File: config.mk
export PLATFORM = sky130hd
export DESIGN_NAME = icache_refill_flat
export DESIGN_NICKNAME = d
export VERILOG_FILES = /design/src/rtl/vliw_pkg.sv /design/src/rtl/icache_refill_if.sv /design/src/rtl/icache_refill.sv /design/src/flat_wrapper.sv
export SDC_FILE = /design/constraint.sdc
export NUM_CORES = 1
export LEC_CHECK = 0
export ABC_AREA = 1
export CORE_MARGIN = 5
export CORE_UTILIZATION = 43
export DETAILED_ROUTE_END_ITERATION = 10
export GPL_TIMING_DRIVEN = 1
export PLACE_DENSITY = 0.84
export SLEW_MARGIN = 25
export SYNTH_ARGS = -nofsm -noshare
export SYNTH_HDL_FRONTEND = slang
export SYNTH_SLANG_ARGS = --single-unit
File: constraint.sdc
create_clock -name wb_clk_i -period 1.7 [get_ports wb_clk_i]
set_input_delay 0.17 -clock wb_clk_i [delete_from_list [all_inputs] [get_ports wb_clk_i]]
set_output_delay 0.17 -clock wb_clk_i [all_outputs]
set_load 0.05 [all_outputs]
File: src/rtl/vliw_pkg.sv
// Shared VLIW front-end definitions: pack geometry, refill state encoding and
// the beat address helper reused by the instruction and data refill engines.
package vliw_pkg;

  localparam int PC_W       = 28;
  localparam int PACK_W     = 128;
  localparam int BEAT_W     = 32;
  localparam int BEATS      = 4;
  localparam int BEAT_IDX_W = $clog2(BEATS);
  localparam int ADDR_W     = 32;

  localparam logic [1:0] ST_IDLE   = 2'd0;
  localparam logic [1:0] ST_FETCH  = 2'd1;
  localparam logic [1:0] ST_COMMIT = 2'd2;

  typedef enum logic [1:0] {
    IDLE   = ST_IDLE,
    FETCH  = ST_FETCH,
    COMMIT = ST_COMMIT
  } refill_state_e;

  // The top nibble is fixed by the region; the pack address above it is
  // simply truncated, so incrementing the beat can never carry into it.
  function automatic logic [ADDR_W-1:0] beat_addr(
    input logic [3:0]            hi,
    input logic [PC_W-5:0]       pc_lo,
    input logic [BEAT_IDX_W-1:0] beat
  );
    return {hi, pc_lo, beat, 2'b00};
  endfunction

endpackage

File: src/rtl/icache_refill_if.sv
// Bundle of fetch-side, memory-side and icache-install signals seen by the
// instruction-cache refill engine.
interface icache_refill_if
  import vliw_pkg::*;
#(
  parameter int CNT_W = 16
) ();

  logic                  fetch_req;
  logic [PC_W-1:0]       curr_PC;
  logic                  cache_hit;
  logic                  invalidate;

  logic                  mem_req;
  logic [ADDR_W-1:0]     mem_addr;
  logic                  mem_ack;
  logic [BEAT_W-1:0]     mem_rdata;

  logic [PACK_W-1:0]     new_entry;
  logic                  entry_valid;
  logic                  refill_busy;
  logic [CNT_W-1:0]      miss_count;

  modport master (
    input  fetch_req, curr_PC, cache_hit, invalidate, mem_ack, mem_rdata,
    output mem_req, mem_addr, new_entry, entry_valid, refill_busy, miss_count
  );

  modport slave (
    output fetch_req, curr_PC, cache_hit, invalidate, mem_ack, mem_rdata,
    input  mem_req, mem_addr, new_entry, entry_valid, refill_busy, miss_count
  );

endinterface

File: src/rtl/icache_refill.sv
// Instruction-cache refill engine: on a fetch miss, reads a 128-bit pack as
// four 32-bit beats and offers it to the icache with a one-cycle strobe.
module icache_refill
  import vliw_pkg::*;
#(
  parameter logic [3:0] ADDR_HI = 4'h0,
  parameter int         CNT_W   = 16
) (
  input  logic            wb_clk_i,
  input  logic            rst_n,
  icache_refill_if.master bus
);

  refill_state_e         state_reg;
  logic [PC_W-1:0]       pc_reg;
  logic [BEAT_IDX_W-1:0] beat_reg;
  logic                  abort_reg;
  logic                  cooldown_reg;
  logic                  mem_req_reg;
  logic [ADDR_W-1:0]     mem_addr_reg;
  logic [CNT_W-1:0]      miss_count_reg;

  logic                  miss_detect;
  logic                  beat_ack;
  logic                  last_beat;
  logic                  pc_moved;
  logic [BEATS-1:0]      lane_we;
  logic [PACK_W-1:0]     pack;

  always_comb begin
    miss_detect = bus.fetch_req && !bus.cache_hit && !bus.invalidate;
    beat_ack    = (state_reg == FETCH) && mem_req_reg && bus.mem_ack;
    last_beat   = (beat_reg == BEAT_IDX_W'(BEATS - 1));
    pc_moved    = (bus.curr_PC != pc_reg);
  end

  // Beat assembler: each 32-bit lane loads only on the ack of its own beat.
  genvar gi;
  generate
    for (gi = 0; gi < BEATS; gi++) begin : g_lane
      logic [BEAT_W-1:0] word_reg;

      assign lane_we[gi] = beat_ack && (beat_reg == BEAT_IDX_W'(gi));

      always_ff @(posedge wb_clk_i) begin
        if (!rst_n) begin
          word_reg <= '0;
        end else if (lane_we[gi]) begin
          word_reg <= bus.mem_rdata;
        end
      end

      assign pack[gi*BEAT_W +: BEAT_W] = word_reg;
    end
  endgenerate

  always_ff @(posedge wb_clk_i) begin
    if (!rst_n) begin
      state_reg      <= IDLE;
      pc_reg         <= '0;
      beat_reg       <= '0;
      abort_reg      <= 1'b0;
      cooldown_reg   <= 1'b0;
      mem_req_reg    <= 1'b0;
      mem_addr_reg   <= '0;
      miss_count_reg <= '0;
    end else begin
      case (state_reg)
        IDLE: begin
          // The icache only reports the freshly installed pack one cycle
          // after COMMIT, so the first IDLE cycle ignores fetch requests.
          if (cooldown_reg) begin
            cooldown_reg <= 1'b0;
          end else if (miss_detect) begin
            pc_reg       <= bus.curr_PC;
            beat_reg     <= '0;
            abort_reg    <= 1'b0;
            mem_req_reg  <= 1'b1;
            mem_addr_reg <= beat_addr(ADDR_HI, bus.curr_PC[PC_W-5:0], '0);
            if (miss_count_reg != '1) begin
              miss_count_reg <= miss_count_reg + 1'b1;
            end
            state_reg    <= FETCH;
          end
        end

        FETCH: begin
          // Never cut the bus transfer; just remember the pack is stale.
          if (bus.invalidate || pc_moved) begin
            abort_reg <= 1'b1;
          end
          if (beat_ack) begin
            if (last_beat) begin
              mem_req_reg <= 1'b0;
              state_reg   <= COMMIT;
            end else begin
              beat_reg     <= beat_reg + 1'b1;
              mem_addr_reg <= beat_addr(ADDR_HI, pc_reg[PC_W-5:0], beat_reg + 1'b1);
            end
          end
        end

        COMMIT: begin
          beat_reg     <= '0;
          cooldown_reg <= 1'b1;
          state_reg    <= IDLE;
        end

        default: begin
          mem_req_reg <= 1'b0;
          state_reg   <= IDLE;
        end
      endcase
    end
  end

  // The install strobe must also reflect the fetch PC and flush seen in the
  // COMMIT cycle itself, hence it is decoded rather than registered.
  assign bus.entry_valid = (state_reg == COMMIT) && !abort_reg && !pc_moved
                           && !bus.invalidate;
  assign bus.mem_req     = mem_req_reg;
  assign bus.mem_addr    = mem_addr_reg;
  assign bus.new_entry   = pack;
  assign bus.refill_busy = (state_reg != IDLE);
  assign bus.miss_count  = miss_count_reg;

endmodule
File: src/flat_wrapper.sv
// flat-port wrapper written by rule: the top's interface ports become plain ports
module icache_refill_flat import vliw_pkg::*;
#(
  parameter logic [3:0] ADDR_HI = 4'h0,
  parameter int         CNT_W   = 16
)
  (wb_clk_i, rst_n, bus_fetch_req, bus_curr_PC, bus_cache_hit, bus_invalidate, bus_mem_ack, bus_mem_rdata, bus_mem_req, bus_mem_addr, bus_new_entry, bus_entry_valid, bus_refill_busy, bus_miss_count);
  icache_refill_if #(.CNT_W(CNT_W)) bus_i ();
  input  logic wb_clk_i;
  input  logic rst_n;
  input wire logic [$bits(bus_i.fetch_req)-1:0] bus_fetch_req;
  input wire logic [$bits(bus_i.curr_PC)-1:0] bus_curr_PC;
  input wire logic [$bits(bus_i.cache_hit)-1:0] bus_cache_hit;
  input wire logic [$bits(bus_i.invalidate)-1:0] bus_invalidate;
  input wire logic [$bits(bus_i.mem_ack)-1:0] bus_mem_ack;
  input wire logic [$bits(bus_i.mem_rdata)-1:0] bus_mem_rdata;
  output wire logic [$bits(bus_i.mem_req)-1:0] bus_mem_req;
  output wire logic [$bits(bus_i.mem_addr)-1:0] bus_mem_addr;
  output wire logic [$bits(bus_i.new_entry)-1:0] bus_new_entry;
  output wire logic [$bits(bus_i.entry_valid)-1:0] bus_entry_valid;
  output wire logic [$bits(bus_i.refill_busy)-1:0] bus_refill_busy;
  output wire logic [$bits(bus_i.miss_count)-1:0] bus_miss_count;
  assign bus_i.fetch_req = bus_fetch_req;
  assign bus_i.curr_PC = bus_curr_PC;
  assign bus_i.cache_hit = bus_cache_hit;
  assign bus_i.invalidate = bus_invalidate;
  assign bus_i.mem_ack = bus_mem_ack;
  assign bus_i.mem_rdata = bus_mem_rdata;
  assign bus_mem_req = bus_i.mem_req;
  assign bus_mem_addr = bus_i.mem_addr;
  assign bus_new_entry = bus_i.new_entry;
  assign bus_entry_valid = bus_i.entry_valid;
  assign bus_refill_busy = bus_i.refill_busy;
  assign bus_miss_count = bus_i.miss_count;
  icache_refill #(.ADDR_HI(ADDR_HI), .CNT_W(CNT_W)) u_core (.wb_clk_i(wb_clk_i), .rst_n(rst_n), .bus(bus_i));
endmodule
# After elaboration in Yosys (flattened, before gate mapping)

Index checks and enable logic that the tools add are counted.

Register bits after elaboration: 211
Output and inout bits: 179
Bits of input ports: 66
Logic and storage cells: 83

$add $sub $neg: 2
Bitwise operators: 2
Reductions and logical operators: 29
Mux-type cells: 25
Equal/unequal tests: 13

Operators with widths:

| operator                                      | number |
|---|---|
| two-way mux 32 bit                            | 4 |
| case mux 32 bit (2 select lines)              | 1 |
| != test 28 bit                                | 1 |
| adder 16 x 1 -> 16 bit, second input constant | 1 |
| two-way mux 2 bit                             | 8 |
| != test 16 bit, second input constant         | 1 |
| AND reduction 5 bit                           | 3 |
| AND reduction 4 bit                           | 3 |
| logical AND 1 bit                             | 11 |
| two-way mux 1 bit                             | 7 |
| == test 2 bit, second input constant          | 3 |
| != test 2 x 1 -> 1 bit, second input constant | 3 |
| != test 2 bit, second input constant          | 3 |
| case mux 2 bit (3 select lines)               | 1 |
| nonzero test 2 bit                            | 3 |
| == test 2 x 1 -> 1 bit, second input constant | 2 |
| zero test 1 bit                               | 4 |
| zero test 2 bit                               | 2 |
| case mux 1 bit (2 select lines)               | 2 |
| case mux 2 bit (2 select lines)               | 1 |
| case mux 1 bit (3 select lines)               | 1 |
| AND reduction 3 bit                           | 1 |
| nonzero test 3 bit                            | 1 |
| adder 2 x 1 -> 2 bit, second input constant   | 1 |
| other kinds (2)                               | 3 |

# Depth between registers and ports, before layout

Gate-level depths: netlist (run 1).

Depth after elaboration: 6
Gate-level depth with buffers: 10
Depth with buffers taken out: 10

# Least setup slack after synthesis (run 1)

No wires, ideal clock.

Kind: reg-to-reg
Start point: register u_core.miss_count_reg[1] (netlist: u_core.bus.miss_count[1])
End point: register u_core.miss_count_reg[12] (netlist: u_core.bus.miss_count[12])
Path buffers: 1
Arrival: 1.992 ns
Period minus slack after synthesis: 2.062 ns
Setup slack: -0.362 ns
Library setup time: 0.070 ns
Required time: 1.630 ns
Stages on the path, launching flop included: 11
Path through: dfxtp_1 > ha_1 > inv_1 > nor2_1 > nand2_1 > nor2_1 > nor2_2 > inv_2 > buf_2 > nand2_1 > a21oi_1

Longest elaborated chain between the ends: 2
Elaborated cells between the ends (all ways): 3
Those cells by class: 1 x add/sub; 1 x eq/ne; 1 x reduce/logical

Ends and longest elaborated chain:

| element                                                        | line                | source |
|---|---|---|
| start, declared                                                | icache_refill.sv:21 | `logic [CNT_W-1:0] miss_count_reg;` |
| start signal, assigned                                         | icache_refill.sv:81 | `miss_count_reg <= miss_count_reg + 1'b1;` |
| branches (longest 2 deep; another with adder 16 x 1 -> 16 bit) | n/a                 |  |

Several ways; the timed one is not identified.
A chain may end at the register's enable or synchronous reset.

# Final worst setup path (run 1)

Start point: register u_core.pc_reg[0]
End point: output bus_entry_valid

Longest elaborated chain between the ends: 4

Ends and longest elaborated chain:

| element                | line                 | source |
|---|---|---|
| start, declared        | icache_refill.sv:15  | `logic [PC_W-1:0] pc_reg;` |
| start signal, assigned | icache_refill.sv:75  | `pc_reg <= bus.curr_PC;` |
| != test 28 bit         | icache_refill.sv:34  | `pc_moved = (bus.curr_PC != pc_reg);` |
| zero test 1 bit        | icache_refill.sv:119 | `assign bus.entry_valid = (state_reg == COMMIT) && !abort_reg && !pc_moved` |
| logical AND 1 bit      | icache_refill.sv:119 |  |
| logical AND 1 bit      | icache_refill.sv:120 | `&& !bus.invalidate;` |
| end, declared          | flat_wrapper.sv:20   | `output wire logic [$bits(bus_i.entry_valid)-1:0] bus_entry_valid;` |

No other way between the ends.

==> results of run 1 <==
[report_power, final]
part / internal [mW] / total [mW] / switching (mW)
logic: 0.428 / 1.19 / 0.762
clock network: 3.38 / 5.42 / 2.04
registers: 4.89 / 4.95 / 0.0554
[area by class of cell]
type / count / area, µm²
Inverter: 86 / 328
Antenna cell: 1 / 2.50
Fill cell: 1708 / 7380
Multi-Input combinational cell: 846 / 3880
Sequential cell: 205 / 4140
Clock inverter: 10 / 165
Clock buffer: 32 / 671
Timing Repair Buffer: 290 / 2690
Tap cell: 265 / 332
[path summary, 6_finish.rpt]
path / startpoint / cells past startpoint / slack [ns] / end
worst max-delay path: u_core.pc_reg[0] / 11 / -0.24 / bus_entry_valid
worst min-delay path: bus_curr_PC[25] / 3 / 0.34 / u_core.pc_reg[25]
worst max register to register: u_core.state_reg[1] / 7 / 0.10 / u_core.bus.miss_count[5]
worst min register to register: u_core.g_lane[0].word_reg[30] / 2 / 0.46 / u_core.g_lane[0].word_reg[30]
[cell usage in the layout, fill, tap and decap left out]
master	count
nand4_1	5
bufinv_16	4
nand3b_1	1
inv_4	2
ha_1	4
dfxtp_4	2
o21bai_1	1
dfxtp_1	177
buf_6	2
nand2_2	8
xor2_1	3
buf_12	15
clkdlybuf4s50_1	65
clkbuf_1	4
a21oi_1	197
inv_1	75
o211ai_1	1
nor2_4	2
nand2_1	331
dlygate4sd2_1	115
buf_8	1
dfxtp_2	26
nor2_2	5
clkinv_2	5
inv_16	1
nand3_1	162
xnor2_1	6
diode_2	1
conb_1	6
clkbuf_8	4
inv_2	9
o21ai_0	61
nor2_1	50
o21ai_1	1
buf_4	92
ha_2	1
clkbuf_16	24
o21ai_4	1
[metal layers]
| metal | up-vias | track usage | share of wire |
|---|---|---|---|
| li1 | 4433 | - | - |
| met1 | 4182 | 0.306 | 0.42 |
| met2 | 377 | 0.383 | 0.48 |
| met3 | 65 | 0.0312 | 0.072 |
| met4 | 0 | 0.0800 | 0.032 |
| met5 | - | 0 | 0 |
[critical path, cell delays in order (launching register included)]
cell and delay, ns:
dfxtp_2 0.33, inv_2 0.05, nand2_1 0.06, nand2_1 0.06
inv_1 0.06, nand2_1 0.05, nor2_1 0.13, nand2_1 0.06
nor2_1 0.10, nand2_1 0.09, nor2_4 0.12, buf_12 0.14
[synth_stat cells (all sizes together)]
cell / number / area, µm²
ha: 5 / 62.6
nor2: 57 / 226
a21oi: 197 / 986
nand3b: 1 / 7.51
clkbuf: 61 / 229
o211ai: 1 / 7.51
conb: 1 / 3.75
xnor2: 6 / 52.6
buf: 28 / 155
nand3: 162 / 811
dfxtp: 205 / 4100
o21ai: 63 / 327
nand4: 5 / 31.3
inv: 86 / 323
o21bai: 1 / 7.51
xor2: 3 / 26.3
nand2: 339 / 1280
[timing repair]
item	4_1_cts	5_1_grt
resized for setup	137	17
setup endpoints to repair	116	27
buffers inserted	0	6
pin swaps	17	12
[logic make-up (layout without fill, tap and decap cells)]
group,Yosys count,after routing,synth area share
compound gates,262,262,0.154
xor+xnor,9,9,0.00913
fa+ha+maj,5,5,0.00724
buf+inv,175,418,0.0818
flops,205,205,0.475
other cells,1,7,0.000434
simple gates,564,564,0.272
[through the flow]
step / setup TNS [ns] / instance area [µm²] / util / total power [mW] / instances
2_1_floorplan: 0 / 8680 / - / 5.68 / 1226
3_3_place_gp: -1.40 / 11400 / 0.582 / 6.20 / 1686
3_5_place_dp: -2.01 / 11400 / 0.582 / 6.21 / 1686
4_1_cts: -0.303 / 12100 / 0.619 / 11.6 / 1728
5_1_grt: -0.448 / 12200 / 0.623 / 11.9 / 1734
6_report: -0.238 / 12200 / 0.623 / 11.6 / 1735
==> reports/qor.txt, run 1 <==
via/cell ratio = 5.22
crit path kind = reg -> out
Die Ht = 152 µm
Inserted Clock Buffers = 23
gr ovfl total = 0
post-DP HPWL = 18800 µm
core box area = 0.0196 mm²
Layout Skew = 0.00655 ns
CP required = 1.53 ns
# setup viols final = 1
register bit total from synthesis = 205
Final Critical Period = 1.94 ns
worst skew pair latency = 0.51 ns
Post-Synthesis Cells = 1221
port buffer count = 238
antenna violations before repair = 0
first-pass GRT wire length = 43400 µm
number of max-cap violations = 0
Setup crit end kind = primary output
routed vias = 9057
remaining routing DRC violations = 0
IO Pins = 245
fin. max-slew vios = 0
number of global-route vias before repair = 8526
final wirelength = 27800 µm
Synth cell types = 23
Clock Root Buffer = clkbuf_16
failing checks = negative setup slack
Routed Antenna Nets = 0
DR WL/cell = 16.0 µm
clock slew at reported path FFs = 0.06 ns
GRT Total Usage = 0.229
Max H-tree Level = 1
power density cells = 947 mW/mm²
worst rel slew slack = 0.643
Die X-Extent = 152 µm
Static Leakage = 5.22 nW
worst hold path class = in -> reg
number of hold buffers added after cts = 0
Min Hold Slack = 0.336 ns
max reg flops = 128
crit path DAT = 1.77 ns
initial DRC count = 692
CTS tree = done
maximum resistive drop on vdd = 0.791 mV
initial core utilization = 0.441
largest net degree at the start of global routing = 89
Max clock buf depth = 3
crit path launch type = flop
RSZ-0062 raised after global routing = true
period utilisation layout = 1.14
Post-Place Worst Slack = -0.241 ns
1st-pass router iterations = 5
Worst Tran Pin Value = 0.538 ns
outcome = finished, violations left
CTS sink count = 205
Layout Nets = 1523
share of cells above drive strength 1 = 0.139
synthesized cell area = 0.00864 mm²
die area = 0.0230 mm²
register area share after synthesis = 0.475
Final WS setup = -0.238 ns
Synth-to-Final Area Change = 41.3%
Fmax = 0.516 GHz
Synth warnings = 0
row count = 51
routability cong. = 0.919
Avg Inst Size Synth = 7.07 µm²
final hold viol count = 0
CP Max Fanout = 3
Power figures use the tool's default switching activity.
==> run 2: changes to the inputs <==
--- a/config.mk
+++ b/config.mk
@@ -9,8 +9,8 @@
 export CORE_MARGIN = 5
 export CORE_UTILIZATION = 43
 export DETAILED_ROUTE_END_ITERATION = 10
-export GPL_TIMING_DRIVEN = 1
 export PLACE_DENSITY = 0.84
+export SETUP_SLACK_MARGIN = 0.15
 export SLEW_MARGIN = 25
 export SYNTH_ARGS = -nofsm -noshare
 export SYNTH_HDL_FRONTEND = slang
==> reports/qor.txt, run 2 (synthesis gave the netlist of run 1 again) <==
crit path launch = u_core.pc_reg[16] (was u_core.pc_reg[0])
clock slew at reported path FFs = 0.06 ns (about the same)
DR WL/cell = 16.7 µm (was 16.0 µm)
CTS sink count = 205 (unchanged)
port buffer count = 238 (unchanged)
Non-Filler Instances = 1744 (was 1735)
largest net degree at the start of global routing = 81 (was 89)
final hold viol count = 0 (unchanged)
via/cell ratio = 5.35 (was 5.22)
commonest non-fill, non-tap cell in the layout = nand2_1 (unchanged)
# setup viols final = 1 (unchanged)
die area = 0.0230 mm² (unchanged)
commonest non-fill, non-tap cells in the layout = nand2_1 (308), a21oi_1 (171), dfxtp_1 (170), nand3_1 (161), buf_4 (99) (was nand2_1 (331), a21oi_1 (197), dfxtp_1 (177), nand3_1 (162), dlygate4sd2_1 (115))
Max H-tree Level = 1 (unchanged)
Fmax = 0.503 GHz (was 0.516 GHz)
CP required = 1.53 ns (about the same)
Clock Root Buffer = clkbuf_16 (unchanged)
number of max-cap violations = 0 (unchanged)
Layout Nets = 1531 (was 1523)
number of global-route vias before repair = 8648 (was 8526)
Final Critical Period = 1.99 ns (was 1.94 ns)
routability cong. = 0.877 (was 0.919)
Synth-to-Final Area Change = 45.8% (was 41.3%)
initial DRC count = 811 (was 692)
GRT Total Usage = 0.235 (was 0.229)
CP Max Fanout = 3 (unchanged)
post-DP HPWL = 19200 µm (was 18800 µm)
worst hold path class = in -> reg (unchanged)
Final WS setup = -0.286 ns (was -0.238 ns)
RR Startpoint = u_core.state_reg[0] (was u_core.state_reg[1])
worst skew pair latency = 0.52 ns (was 0.51 ns)
final wirelength = 29100 µm (was 27800 µm)
min-delay src = bus_mem_rdata[22] (was bus_curr_PC[25])
row count = 51 (unchanged)
Die Ht = 152 µm (unchanged)
Max clock buf depth = 3 (unchanged)
number of fill cells in the layout = 1629 (was 1708)
IO Pins = 245 (unchanged)
Post-Place Worst Slack = -0.117 ns (was -0.241 ns)
number of hold buffers added after cts = 0 (unchanged)
outcome = finished, violations left (unchanged)
first-pass GRT wire length = 44200 µm (was 43400 µm)
max reg flops = 128 (unchanged)
gr ovfl total = 0 (unchanged)
failing checks = negative setup slack (unchanged)
initial core utilization = 0.441 (unchanged)
CTS tree = done (unchanged)
Inserted Clock Buffers = 23 (unchanged)
overall power = 11.6 mW (about the same)
placed insts = 1688 (was 1686)
crit path kind = reg -> out (unchanged)
fin. max-slew vios = 0 (unchanged)
Setup crit end kind = primary output (unchanged)
Die X-Extent = 152 µm (unchanged)
period utilisation layout = 1.17 (was 1.14)
share of cells above drive strength 1 = 0.263 (was 0.139)
antenna violations before repair = 2 (was 0)
Layout Skew = 0.0146 ns (was 0.00655 ns)
power density cells = 922 mW/mm² (was 947 mW/mm²)
remaining routing DRC violations = 0 (unchanged)
maximum resistive drop on vdd = 0.762 mV (was 0.791 mV)
Static Leakage = 4.89 nW (was 5.22 nW)
crit path launch type = flop (unchanged)
RSZ-0062 raised after global routing = true (unchanged)
core box area = 0.0196 mm² (unchanged)
Routed Antenna Nets = 0 (unchanged)
1st-pass router iterations = 5 (unchanged)
routed vias = 9331 (was 9057)
crit path DAT = 1.82 ns (was 1.77 ns)
==> run 2: cell types whose count changed in the layout (fill, tap and decap cells not counted), sizes merged <==
cell | before | now
clkdlybuf4s15 | 0 | 65
clkbuf | 32 | 70
diode | 1 | 2
buf | 110 | 124
clkinv | 5 | 7
inv | 87 | 89
dlygate4sd2 | 115 | 0
clkinvlp | 0 | 2
==> run 2: final timing paths <==
kind / cells after the start / slack [ns] / to
worst min-delay path: 3 / 0.33 / u_core.g_lane[3].word_reg[22]
worst min register to register: 2 / 0.46 / u_core.g_lane[0].word_reg[14]
worst max register to register: 9 / 0.07 / u_core.bus.mem_addr[22]
worst max-delay path: 11 / -0.29 / bus_entry_valid
==> run 2: final cells by class <==
cell class / count / area, µm² / share of cell area
clock buffer: 27 / 621 / 0.0493
tap: 265 / 332 / 0.0263
timing repair inverter: 1 / 8.76 / 0.000696
inverter: 86 / 330 / 0.0262
sequential: 205 / 4170 / 0.331
multi-input combinational: 846 / 4180 / 0.332
antenna: 2 / 5.00 / 0.000397
timing repair buffer: 297 / 2750 / 0.218
clock inverter: 15 / 205 / 0.0163
==> run 2: metrics by stage <==
stage	utilization	hold WS [ns]	TNS [ns]	instance area, µm²
floorplan	-	0.335	0	8710
global placement	0.583	0.445	-0.114	11400
detailed placement	0.583	0.450	-1.46	11400
CTS	0.632	0.309	-0.271	12400
global route	0.643	0.337	-0.410	12600
finish	0.643	0.327	-0.286	12600
==> run 2: power breakdown <==
group | internal (mW) | total (mW) | switching [mW]
clock | 3.26 | 5.38 | 2.13
sequential | 4.88 | 4.95 | 0.0676
combinational | 0.456 | 1.27 | 0.814
total | 8.60 | 11.6 | 3.01
==> run 2: layer usage <==
layer | GRT usage | vias to the layer above | share of wire
met5 | 0 | - | 0
met2 | 0.391 | 424 | 0.49
met1 | 0.297 | 4347 | 0.38
met4 | 0.103 | 0 | 0.048
li1 | - | 4464 | -
met3 | 0.0443 | 96 | 0.079
==> run 2: worst max-delay path, stage by stage (launching register included) <==
cell	delay, ns
dfxtp_1	0.34
inv_1	0.07
nand2_1	0.06
nand2_1	0.06
nor2_1	0.13
nand2_1	0.08
nor2_1	0.10
nand2_1	0.07
inv_1	0.05
nand2_1	0.05
nor2_2	0.14
buf_12	0.15
==> run 2: timing repair <==
item	in CTS	in global routing
resized for setup	302	151
endpoints found under the hold margin	0	0
pin swaps	14	51
setup endpoints to repair	197	112
cloned	0	2
buffers inserted	1	9
==> run 3: changes to the inputs <==
--- a/config.mk
+++ b/config.mk
@@ -6,10 +6,12 @@
 export NUM_CORES = 1
 export LEC_CHECK = 0
 export ABC_AREA = 1
+export CELL_PAD_IN_SITES_DETAIL_PLACEMENT = 2
+export CELL_PAD_IN_SITES_GLOBAL_PLACEMENT = 2
 export CORE_MARGIN = 5
-export CORE_UTILIZATION = 43
+export CORE_UTILIZATION = 23
 export DETAILED_ROUTE_END_ITERATION = 10
-export PLACE_DENSITY = 0.84
+export PLACE_DENSITY = 0.83
 export SETUP_SLACK_MARGIN = 0.15
 export SLEW_MARGIN = 25
 export SYNTH_ARGS = -nofsm -noshare
==> reports/qor.txt, run 3 (synthesis gave the netlist of run 1 again) <==
outcome = finished, violations left (unchanged)
failing checks = negative setup slack (unchanged)
DP Area = 0.0118 mm² (was 0.0114 mm²)
largest net degree at the start of global routing = 56 (was 81)
IO Pins = 245 (unchanged)
max reg flops = 128 (unchanged)
number of hold buffers added after cts = 0 (unchanged)
period utilisation layout = 1.25 (was 1.17)
via/cell ratio = 4.79 (was 5.35)
initial core utilization = 0.231 (was 0.441)
post-DP HPWL = 27000 µm (was 19200 µm)
number of max-cap violations = 0 (unchanged)
remaining routing DRC violations = 0 (unchanged)
hold endpoint = u_core.pc_reg[24] (was u_core.g_lane[3].word_reg[22])
CTS tree = done (unchanged)
first-pass GRT wire length = 63100 µm (was 44200 µm)
number of fill cells in the layout = 4202 (was 1629)
number of global-route vias before repair = 10700 (was 8648)
Layout Skew = 0.0213 ns (was 0.0146 ns)
maximum resistive drop on vdd = 0.570 mV (was 0.762 mV)
Non-Filler Instances = 2031 (was 1744)
min-delay src = bus_curr_PC[24] (was bus_mem_rdata[22])
Routed Antenna Nets = 0 (unchanged)
1st-pass router iterations = 4 (was 5)
antenna violations before repair = 3 (was 2)
crit path kind = reg -> out (unchanged)
RR Startpoint = u_core.pc_reg[12] (was u_core.state_reg[0])
Die Ht = 204 µm (was 152 µm)
GRT Total Usage = 0.190 (was 0.235)
Min Hold Slack = 0.337 ns (was 0.327 ns)
Final Critical Period = 2.13 ns (was 1.99 ns)
hold depth = 3 (unchanged)
final wirelength = 44200 µm (was 29100 µm)
Max H-tree Level = 1 (unchanged)
RSZ-0062 raised after global routing = true (unchanged)
Setup crit end kind = primary output (unchanged)
power density cells = 886 mW/mm² (was 922 mW/mm²)
worst reg2reg path endpoint = u_core.abort_reg (was u_core.bus.mem_addr[22])
crit path DAT = 1.96 ns (was 1.82 ns)
port buffer count = 238 (unchanged)
Die X-Extent = 204 µm (was 152 µm)
overall power = 12.4 mW (was 11.6 mW)
DR WL/cell = 21.8 µm (was 16.7 µm)
commonest non-fill, non-tap cell in the layout = nand2_1 (unchanged)
Static Leakage = 5.37 nW (was 4.89 nW)
FF+latch area = 0.00417 mm² (about the same)
worst hold path class = in -> reg (unchanged)
CP Max Fanout = 3 (unchanged)
row count = 71 (was 51)
Fmax = 0.469 GHz (was 0.503 GHz)
Clock Root Buffer = clkbuf_16 (unchanged)
share of cells above drive strength 1 = 0.343 (was 0.263)
FF-to-FF setup slack = -0.22 ns (was 0.07 ns)
Layout Nets = 1568 (was 1531)
CTS sink count = 205 (unchanged)
core box area = 0.0374 mm² (was 0.0196 mm²)
gr ovfl total = 0 (unchanged)
clock slew at reported path FFs = 0.06 ns (about the same)
routed vias = 9738 (was 9331)
initial DRC count = 306 (was 811)
# setup viols final = 2 (was 1)
Reg2Reg Depth = 16 (was 9)
Synth-to-Final Area Change = 61.7% (was 45.8%)
Inserted Clock Buffers = 26 (was 23)
worst skew pair latency = 0.54 ns (was 0.52 ns)
placed insts = 1952 (was 1688)
multi-input logic area = 0.00455 mm² (was 0.00418 mm²)
final hold viol count = 0 (unchanged)
die area = 0.0415 mm² (was 0.0230 mm²)
Final WS setup = -0.431 ns (was -0.286 ns)
routability cong. = 0.792 (was 0.877)
commonest non-fill, non-tap cells in the layout = nand2_1 (265), dfxtp_1 (166), nand3_1 (162), buf_4 (158), a21oi_1 (153) (was nand2_1 (308), a21oi_1 (171), dfxtp_1 (170), nand3_1 (161), buf_4 (99))
fin. max-slew vios = 0 (unchanged)
CP required = 1.53 ns (about the same)
Post-Layout Inst Area = 0.0140 mm² (was 0.0126 mm²)
Max clock buf depth = 3 (unchanged)
crit path launch type = flop (unchanged)
Finished Core Util = 0.373 (was 0.643)
==> run 3: changes by cell type in the layout (fill, tap and decap cells not counted), sizes merged <==
cell / change
buf: +73
clkbuf: -30
bufinv: -2
inv: -4
clkdlybuf4s18: +1
clkinv: +2
diode: +1
==> run 3: layer usage <==
metal	wire length [µm]	GRT usage	vias to the layer above	share of wire
met5	0	0	-	0
met4	2020	0.0728	0	0.046
met3	1810	0.0301	94	0.041
met2	22800	0.343	244	0.52
met1	17500	0.224	4866	0.40
li1	-	-	4534	-
==> run 3: power by group <==
part	total, mW	leakage, nW	switching (mW)	internal (mW)
Clock	5.85	0.449	2.31	3.54
Sequential	4.97	1.68	0.0813	4.89
Combinational	1.56	3.25	1.00	0.563
Total	12.4	5.37	3.39	8.99
==> run 3: how the worst max path moves through the flow <==
stage | start | end
3_3_place_gp | bus_curr_PC[6] | bus_entry_valid
3_5_place_dp | bus_curr_PC[20] | bus_entry_valid
5_1_grt | u_core.pc_reg[19] | bus_entry_valid
2_1_floorplan | u_core.bus.miss_count[1] | u_core.bus.miss_count[12]
6_report | u_core.pc_reg[12] | bus_entry_valid
4_1_cts | u_core.pc_reg[19] | bus_entry_valid
==> run 3: critical path: stages, from the launching register on <==
cell and delay (ns):
dfxtp_2 0.34, inv_1 0.07, nand2_1 0.10, nand2_1 0.09, nor2_2 0.11, nand2_2 0.07
inv_1 0.06, nand2_1 0.08, nor2_2 0.13, nand2_2 0.09, nor2_4 0.13, buf_12 0.15
==> run 3: layout make-up <==
| class | count | share of cell area |
|---|---|---|
| inverters | 86 | 0.0238 |
| repair buffers | 331 | 0.239 |
| clock buffers | 37 | 0.0568 |
| clock inverters | 11 | 0.00815 |
| flip-flops and latches | 205 | 0.299 |
| repair inverters | 1 | 0.00116 |
| multi-input cells | 846 | 0.326 |
| diodes | 3 | 0.000537 |
| well taps | 511 | 0.0458 |
==> run 3: what timing repair did <==
item	in CTS	in global routing
hold endpoints to repair	0	0
buffers inserted	11	10
pin swaps	15	58
resized for setup	243	228
cloned	3	4
setup endpoints to repair	216	71
==> run 3: through the flow <==
step	TNS, ns	setup WS, ns
global placement	-5.95	-0.210
CTS	-0.634	-0.354
detailed placement	-8.20	-0.238
floorplan	0	0.167
finish	-0.651	-0.431
global route	-0.837	-0.506
